[src/rtl/pipe_mem_access_if.sv]
// Data-bus port bundle for pipe_mem_access: one outstanding req/ack transaction at a time.
interface pipe_mem_access_if #(
  parameter int unsigned ADDR_WIDTH = 32
);
  logic                  req;
  logic                  we;
  logic [ADDR_WIDTH-1:0] addr;
  logic [31:0]           wdata;
  logic [3:0]            wstrb;
  logic                  ack;
  logic [31:0]           rdata;

  modport master (output req, we, addr, wdata, wstrb, input ack, rdata);
  modport slave (input req, we, addr, wdata, wstrb, output ack, rdata);
endinterface

[src/rtl/pipe_mem_access.sv]
// MEM-stage data-memory access unit: one req/ack bus transaction per load/store, with stall.
// Optional MEM_MISALIGN_TRAP_EN: misaligned H/W accesses skip the bus and pulse mem_misalign.
module pipe_mem_access #(
  parameter int unsigned ADDR_WIDTH     = 32,
  parameter int unsigned TIMEOUT_CYCLES = 255
) (
  input  logic              clk,
  input  logic              rst,
  input  logic              flush,
  input  logic              mem_wb_en,
  input  logic              mem_mem_re,
  input  logic              mem_mem_we,
  input  logic [2:0]        mem_funct3,
  input  logic [31:0]       mem_alu_res,
  input  logic [31:0]       mem_store_data,
  output logic [31:0]       mem_data_mem_out,
  output logic              mem_stall,
  output logic              mem_bus_err,
  output logic              mem_misalign,
  pipe_mem_access_if.master dbus
);
  typedef enum logic [1:0] {StIdle, StReq, StDone} state_e;

  localparam logic [7:0] TimeoutLast = 8'(TIMEOUT_CYCLES - 1);

  state_e                state_q, state_d;
  logic                  req_q, req_d;
  logic                  we_q, we_d;
  logic [ADDR_WIDTH-1:0] addr_q, addr_d;
  logic [1:0]            off_q, off_d;
  logic [2:0]            f3_q, f3_d;
  logic [31:0]           wdata_q, wdata_d;
  logic [3:0]            wstrb_q, wstrb_d;
  logic [7:0]            cnt_q, cnt_d;
  logic                  drop_q, drop_d;
  logic [31:0]           data_q, data_d;
  logic                  bus_err_q, bus_err_d;
  logic                  misalign_q, misalign_d;
  logic                  accept, trap, finish, dropping;
  logic [31:0]           fmt_wdata;
  logic [3:0]            fmt_wstrb;

  function automatic logic [31:0] fmt_load(input logic [2:0] f3, input logic [1:0] off,
                                           input logic [31:0] word);
    logic [7:0]  b;
    logic [15:0] h;
    b = 8'(word >> {off, 3'b000});
    h = off[1] ? word[31:16] : word[15:0];
    case (f3)
      3'b000:  fmt_load = {{24{b[7]}}, b};
      3'b001:  fmt_load = {{16{h[15]}}, h};
      3'b100:  fmt_load = {24'h0, b};
      3'b101:  fmt_load = {16'h0, h};
      default: fmt_load = word;
    endcase
  endfunction

  always_comb begin
    case (mem_funct3[1:0])
      2'b00: begin
        fmt_wdata = {4{mem_store_data[7:0]}};
        fmt_wstrb = 4'b0001 << mem_alu_res[1:0];
      end
      2'b01: begin
        fmt_wdata = {2{mem_store_data[15:0]}};
        fmt_wstrb = mem_alu_res[1] ? 4'b1100 : 4'b0011;
      end
      default: begin
        fmt_wdata = mem_store_data;
        fmt_wstrb = 4'b1111;
      end
    endcase
  end

`ifdef MEM_MISALIGN_TRAP_EN
  assign trap = (mem_funct3[1:0] == 2'b01) ? mem_alu_res[0]
              : (mem_funct3[1:0] != 2'b00) && (mem_alu_res[1:0] != 2'b00);
`else
  assign trap = 1'b0;
`endif

  assign accept   = (mem_mem_re | mem_mem_we) & ~flush;
  assign finish   = dbus.ack | (cnt_q == TimeoutLast);
  assign dropping = drop_q | flush;

  always_comb begin
    state_d    = state_q;
    req_d      = req_q;
    we_d       = we_q;
    addr_d     = addr_q;
    off_d      = off_q;
    f3_d       = f3_q;
    wdata_d    = wdata_q;
    wstrb_d    = wstrb_q;
    cnt_d      = cnt_q;
    drop_d     = drop_q;
    data_d     = data_q;
    bus_err_d  = 1'b0;
    misalign_d = 1'b0;
    mem_stall  = 1'b0;
    unique case (state_q)
      StIdle: begin
        mem_stall = accept;
        if (accept) begin
          we_d    = mem_mem_we;
          addr_d  = ADDR_WIDTH'({mem_alu_res[31:2], 2'b00});
          off_d   = mem_alu_res[1:0];
          f3_d    = mem_funct3;
          wdata_d = fmt_wdata;
          wstrb_d = mem_mem_we ? fmt_wstrb : 4'b0000;
          cnt_d   = 8'd0;
          drop_d  = 1'b0;
          if (trap) begin
            state_d    = StDone;
            misalign_d = 1'b1;
            data_d     = 32'h0;
          end else begin
            state_d = StReq;
            req_d   = 1'b1;
          end
        end
      end
      StReq: begin
        mem_stall = 1'b1;
        cnt_d     = cnt_q + 8'd1;
        if (flush) drop_d = 1'b1;
        if (finish) begin
          req_d     = 1'b0;
          bus_err_d = ~dbus.ack;
          // A flushed access still completes on the bus but never reaches DONE.
          state_d   = dropping ? StIdle : StDone;
          if (!dropping) begin
            if (!dbus.ack) data_d = 32'h0;
            else if (!we_q) data_d = fmt_load(f3_q, off_q, dbus.rdata);
          end
        end
      end
      StDone: begin
        if (flush || mem_wb_en) state_d = StIdle;
      end
      default: state_d = StIdle;
    endcase
  end

  always_ff @(posedge clk) begin
    if (rst) begin
      state_q    <= StIdle;
      req_q      <= 1'b0;
      we_q       <= 1'b0;
      addr_q     <= '0;
      off_q      <= 2'b00;
      f3_q       <= 3'b000;
      wdata_q    <= 32'h0;
      wstrb_q    <= 4'b0000;
      cnt_q      <= 8'd0;
      drop_q     <= 1'b0;
      data_q     <= 32'h0;
      bus_err_q  <= 1'b0;
      misalign_q <= 1'b0;
    end else begin
      state_q    <= state_d;
      req_q      <= req_d;
      we_q       <= we_d;
      addr_q     <= addr_d;
      off_q      <= off_d;
      f3_q       <= f3_d;
      wdata_q    <= wdata_d;
      wstrb_q    <= wstrb_d;
      cnt_q      <= cnt_d;
      drop_q     <= drop_d;
      data_q     <= data_d;
      bus_err_q  <= bus_err_d;
      misalign_q <= misalign_d;
    end
  end

  assign dbus.req         = req_q;
  assign dbus.we          = we_q;
  assign dbus.addr        = addr_q;
  assign dbus.wdata       = wdata_q;
  assign dbus.wstrb       = wstrb_q;
  assign mem_data_mem_out = data_q;
  assign mem_bus_err      = bus_err_q;
  assign mem_misalign     = misalign_q;
endmodule
[src/flat_wrapper.sv]
// flat-port wrapper written by rule: the top's interface ports become plain ports
module pipe_mem_access_flat 
#(
  parameter int unsigned ADDR_WIDTH     = 32,
  parameter int unsigned TIMEOUT_CYCLES = 255
)
  (clk, rst, flush, mem_wb_en, mem_mem_re, mem_mem_we, mem_funct3, mem_alu_res, mem_store_data, mem_data_mem_out, mem_stall, mem_bus_err, mem_misalign, dbus_req, dbus_we, dbus_addr, dbus_wdata, dbus_wstrb, dbus_ack, dbus_rdata);
  pipe_mem_access_if #(.ADDR_WIDTH(ADDR_WIDTH)) dbus_i ();
  input  logic clk;
  input  logic rst;
  input  logic flush;
  input  logic mem_wb_en;
  input  logic mem_mem_re;
  input  logic mem_mem_we;
  input  logic [2:0] mem_funct3;
  input  logic [31:0] mem_alu_res;
  input  logic [31:0] mem_store_data;
  output logic [31:0] mem_data_mem_out;
  output logic mem_stall;
  output logic mem_bus_err;
  output logic mem_misalign;
  output wire logic [$bits(dbus_i.req)-1:0] dbus_req;
  output wire logic [$bits(dbus_i.we)-1:0] dbus_we;
  output wire logic [$bits(dbus_i.addr)-1:0] dbus_addr;
  output wire logic [$bits(dbus_i.wdata)-1:0] dbus_wdata;
  output wire logic [$bits(dbus_i.wstrb)-1:0] dbus_wstrb;
  input wire logic [$bits(dbus_i.ack)-1:0] dbus_ack;
  input wire logic [$bits(dbus_i.rdata)-1:0] dbus_rdata;
  assign dbus_req = dbus_i.req;
  assign dbus_we = dbus_i.we;
  assign dbus_addr = dbus_i.addr;
  assign dbus_wdata = dbus_i.wdata;
  assign dbus_wstrb = dbus_i.wstrb;
  assign dbus_i.ack = dbus_ack;
  assign dbus_i.rdata = dbus_rdata;
  pipe_mem_access #(.ADDR_WIDTH(ADDR_WIDTH), .TIMEOUT_CYCLES(TIMEOUT_CYCLES)) u_core (.clk(clk), .rst(rst), .flush(flush), .mem_wb_en(mem_wb_en), .mem_mem_re(mem_mem_re), .mem_mem_we(mem_mem_we), .mem_funct3(mem_funct3), .mem_alu_res(mem_alu_res), .mem_store_data(mem_store_data), .mem_data_mem_out(mem_data_mem_out), .mem_stall(mem_stall), .mem_bus_err(mem_bus_err), .mem_misalign(mem_misalign), .dbus(dbus_i));
endmodule
[config.mk]
export PLATFORM = sky130hd
export DESIGN_NAME = pipe_mem_access_flat
export DESIGN_NICKNAME = d
export VERILOG_FILES = /design/src/rtl/pipe_mem_access_if.sv /design/src/rtl/pipe_mem_access.sv /design/src/flat_wrapper.sv
export SDC_FILE = /design/constraint.sdc
export NUM_CORES = 1
export LEC_CHECK = 0
export CORE_ASPECT_RATIO = 1.1
export CORE_MARGIN = 3
export CORE_UTILIZATION = 46
export DETAILED_ROUTE_END_ITERATION = 16
export GPL_ROUTABILITY_DRIVEN = 0
export GPL_TIMING_DRIVEN = 1
export PLACE_DENSITY = 0.85
export SKIP_LAST_GASP = 1
export SYNTH_ARGS = -nofsm -noshare
export SYNTH_HDL_FRONTEND = slang
export SYNTH_SLANG_ARGS = --single-unit
[constraint.sdc]
create_clock -name clk -period 2.9 [get_ports clk]
set_clock_uncertainty 0.1 [all_clocks]
set_input_delay 0.58 -clock clk [delete_from_list [all_inputs] [get_ports clk]]
set_output_delay 0.58 -clock clk [all_outputs]
set_load 0.05 [all_outputs]
==> flow_metrics.py <==
metrics = {
    "status": {
        "status": "complete, no violations",
    },
    "layout": {
        "area_growth_pct": 53.3,
        "nFillCells": 760,
        "fin_nets": 916,
        "fin_area_um2": 7810,
        "multiInputGateArea_um2": 2470,
        "fin_cells": 963,
        "diodes": 0,
        "fin_util_pct": 73.8,
        "register_area_um2": 2340,
        "drive_gt1_share_pct": 8.54,
    },
    "logic_synthesis": {
        "synth_largest_area_cell": "dfxtp_1",
        "synthArstFlopShare_pct": 0,
        "ys_seq_area_share_pct": 46.0,
        "synth_area_per_cell_um2": 8.26,
        "netlist_area_um2": 5090,
        "yosys_warnings": 0,
        "netlist_instances": 617,
        "synth-seq-cells": 117,
        "synth_ff_type": "dfxtp_1",
        "synth.top_cells.by_area": "dfxtp_1, nand2_1, a21oi_1, mux2i_1, o21ai_0",
        "synth_edf_count": 0,
        "synth_cell_types": 50,
        "synth_top_area_share_pct": 46.0,
    },
    "die": {
        "die_x_um": 106,
        "coreArea_um2": 10600,
        "die_area_um2": 12400,
        "die_h_um": 116,
        "ioPinCount": 211,
        "initial_core_util_pct": 48.1,
        "row_count": 39,
    },
    "critical_path": {
        "cp-start-kind": "input port",
        "crit_buf_inv": 3,
        "crit_type": "in -> out",
        "slowest_stage": "clkdlybuf4s50_1",
        "worstPathRequired_ps": 2220,
        "r2r_start": "u_core.state_q[1]",
        "arrival_ps": 2030,
        "timing.reg2reg.setup_slack_ps": 610,
        "cp_cell_sequence": "clkdlybuf4s50_1 -> or3_1 -> o21ai_0 -> buf_4 -> buf_12",
        "path_delay_family": "buffers and inverters",
        "r2r-end": "u_core.mem_data_mem_out[10]",
        "rr_worst_depth": 5,
        "cp_max_fo": 7,
        "worstSetupStartpoint": "flush",
        "end_kind": "primary output",
        "slowest_delay_ps": 520,
    },
    "global_route": {
        "track_usage_pct": 25.9,
        "grt_pass1_wl_mm": 25.5,
        "antenna_found_initial": 0,
        "grt_start_max_net_pins": 85,
        "grt_pass1_vias": 5148,
        "grt_overflow": 0,
    },
    "min_path": {
        "hp-class": "reg -> reg",
        "whs_endpoint": "u_core.dbus.addr[10]",
        "hold_depth": 2,
        "hold_start": "u_core.dbus.addr[10]",
    },
    "detailed_routing": {
        "wl_per_cell_um": 17.0,
        "drtIter0Drc": 303,
        "routed_wl_mm": 16.4,
        "vias": 5321,
        "first_pass_iters": 5,
        "drc": 0,
        "vias_per_cell": 5.53,
        "ant_nets": 0,
    },
    "cts": {
        "cts_hold_buf": 0,
        "htree_levels": 4,
        "path_clk_slew_ps": 50,
        "postCtsSetupRepairBufs": 0,
        "cts_made_buffers": 17,
        "cts_tree": "yes",
        "cts_sinks": 117,
        "cts_resized": 0,
        "clk_latency_ps": 410,
        "cts_root_buf": "clkbuf_16",
        "clk_path_buf_depth": 2,
    },
    "pwr": {
        "peakVddDrop_mv": 0.369,
        "totalPowerFinal_mw": 4.63,
        "netSwitchingFraction_pct": 29.1,
        "p_comb_share_pct": 21.0,
        "leakage_nw": 2.89,
        "clkPwrFrac_pct": 41.2,
        "pwr_density_cell_nw_per_um2": 593,
        "p_int_mw": 3.28,
        "seq_power_share_pct": 37.8,
        "p_sw_mw": 1.35,
    },
    "place": {
        "dpl_cell_area_um2": 7270,
        "io_buffers": 207,
        "pre_cts_ws_ps": 222,
        "hpwl_mm": 11.9,
        "placed_cells_incl_taps": 932,
    },
    "timing": {
        "hold_viol": 0,
        "min_period_ps": 2710,
        "min_period_over_period_pct": 93.4,
        "rsz0062_at_grt": "false",
        "setup_tns_ps": 0,
        "hold-worst-slack_ps": 351,
        "worst_pin_slew_ps": 929,
        "slew_violations": 0,
        "setup_violations": 0,
        "finalWorstSetupSlack_ps": 190,
        "slew-limit-headroom_pct": 38.1,
        "max_freq_mhz": 369,
    },
    "run": {
        "drv_cap": 0,
    },
}
## per-layer routing
| metal | vias to the layer above | part of all wire (%) | track usage, % |
|---|---|---|---|
| li1 | 2550 | - | - |
| met1 | 2474 | 37 | 28.1 |
| met2 | 250 | 50 | 45.2 |
| met3 | 47 | 8.8 | 8.24 |
| met4 | 0 | 4.2 | 14.2 |
| met5 | - | 0 | 0 |
## cells by family (layout without fill, tap and decap cells)
| family | Yosys count | in the layout | share of synthesized area [%] |
|---|---|---|---|
| buffers and inverters | 71 | 272 | 6.16 |
| DFF | 117 | 117 | 46.0 |
| adders and majority gates | 2 | 2 | 0.491 |
| other | 1 | 3 | 0.0736 |
| and+or+nand+nor | 220 | 220 | 19.0 |
| muxes | 19 | 19 | 4.00 |
| AOI/OAI and AO/OA | 187 | 187 | 24.3 |
## worst max path at each step
stage	cells after the start	endpoint
after floorplan	2	mem_stall
after global placement	5	mem_stall
after detailed placement	6	u_core.mem_data_mem_out[8]
after CTS	5	mem_stall
after global routing	5	mem_stall
final	5	mem_stall
## synthesized netlist by cell type (2+ instances only)
cell type / count
inv_1: 18
o21ai_0: 33
nor3_1: 5
dfxtp_1: 117
o32ai_1: 8
a221o_2: 10
nand2_1: 135
or3_1: 2
o2bb2ai_1: 8
a22o_1: 9
nand4_1: 2
a31oi_1: 2
a221o_1: 6
clkbuf_1: 35
buf_2: 10
nand3b_1: 9
mux2i_1: 17
a311oi_1: 10
o211ai_1: 8
nand2b_1: 4
o21ba_2: 3
a211oi_1: 10
or2_2: 3
nor2_1: 36
nand3_1: 7
nor4_1: 2
buf_4: 4
and4_1: 2
nor2b_1: 5
a21oi_1: 76
ha_1: 2
## state kept, by name, indices dropped and copies added, names as in the netlist
signal / flops
u_core.dbus.we: 1
u_core.dbus.wdata: 32
u_core.off_q: 2
u_core.mem_bus_err: 1
u_core.mem_data_mem_out: 32
u_core.dbus.addr: 30
u_core.dbus.req: 1
u_core.f3_q: 3
u_core.dbus.wstrb: 4
u_core.drop_q: 1
u_core.cnt_q: 8
u_core.state_q: 2
## power by group through the flow
stage | Combinational (mW) | Clock [mW] | Sequential [mW]
after floorplan | 0.297 | 0 | 2.04
after global placement | 0.946 | 0 | 1.78
after detailed placement | 0.961 | 0 | 1.78
after CTS | 0.970 | 1.93 | 1.75
after global routing | 1.03 | 1.99 | 1.76
final | 0.971 | 1.91 | 1.75
## tightest hold or removal path: cells and delay by family (launching register included)
family,cells,cell delay (ps)
and+or+nand+nor,1,50
AOI/OAI and AO/OA,1,50
DFF,1,300
## layout by cell type, fill, tap and decap left out, drive strengths merged, types with 2 or more instances in the layout
cell,Yosys,routed
nand4,2,2
buf,17,18
clkdlybuf4s50,0,205
nand3,7,7
nor3,6,6
nand3b,9,9
or3,2,2
nand2b,4,4
a211oi,10,10
a22o,9,9
a311oi,10,10
clkinvlp,0,3
o211ai,8,8
o21ba,3,3
o32ai,8,8
a21oi,76,76
and4,2,2
clkbuf,36,21
nand2,135,135
clkinv,0,6
o21ai,33,33
mux2i,17,17
nor4,2,2
conb,1,3
a221o,16,16
or2,3,3
nor2,36,36
ha,2,2
dfxtp,117,117
a31oi,2,2
nor2b,5,5
o2bb2ai,8,8
inv,18,18
## final cells by class
class                      count  area share [%]
clock buffer                  21            5.90
clock inverter                10            1.06
inverter                      18           0.865
multi-input combinational    431            31.6
sequential                   117            30.0
tap                          143            2.29
timing repair buffer         223            28.3
No activity file was read; power rests on OpenSTA's default activity.
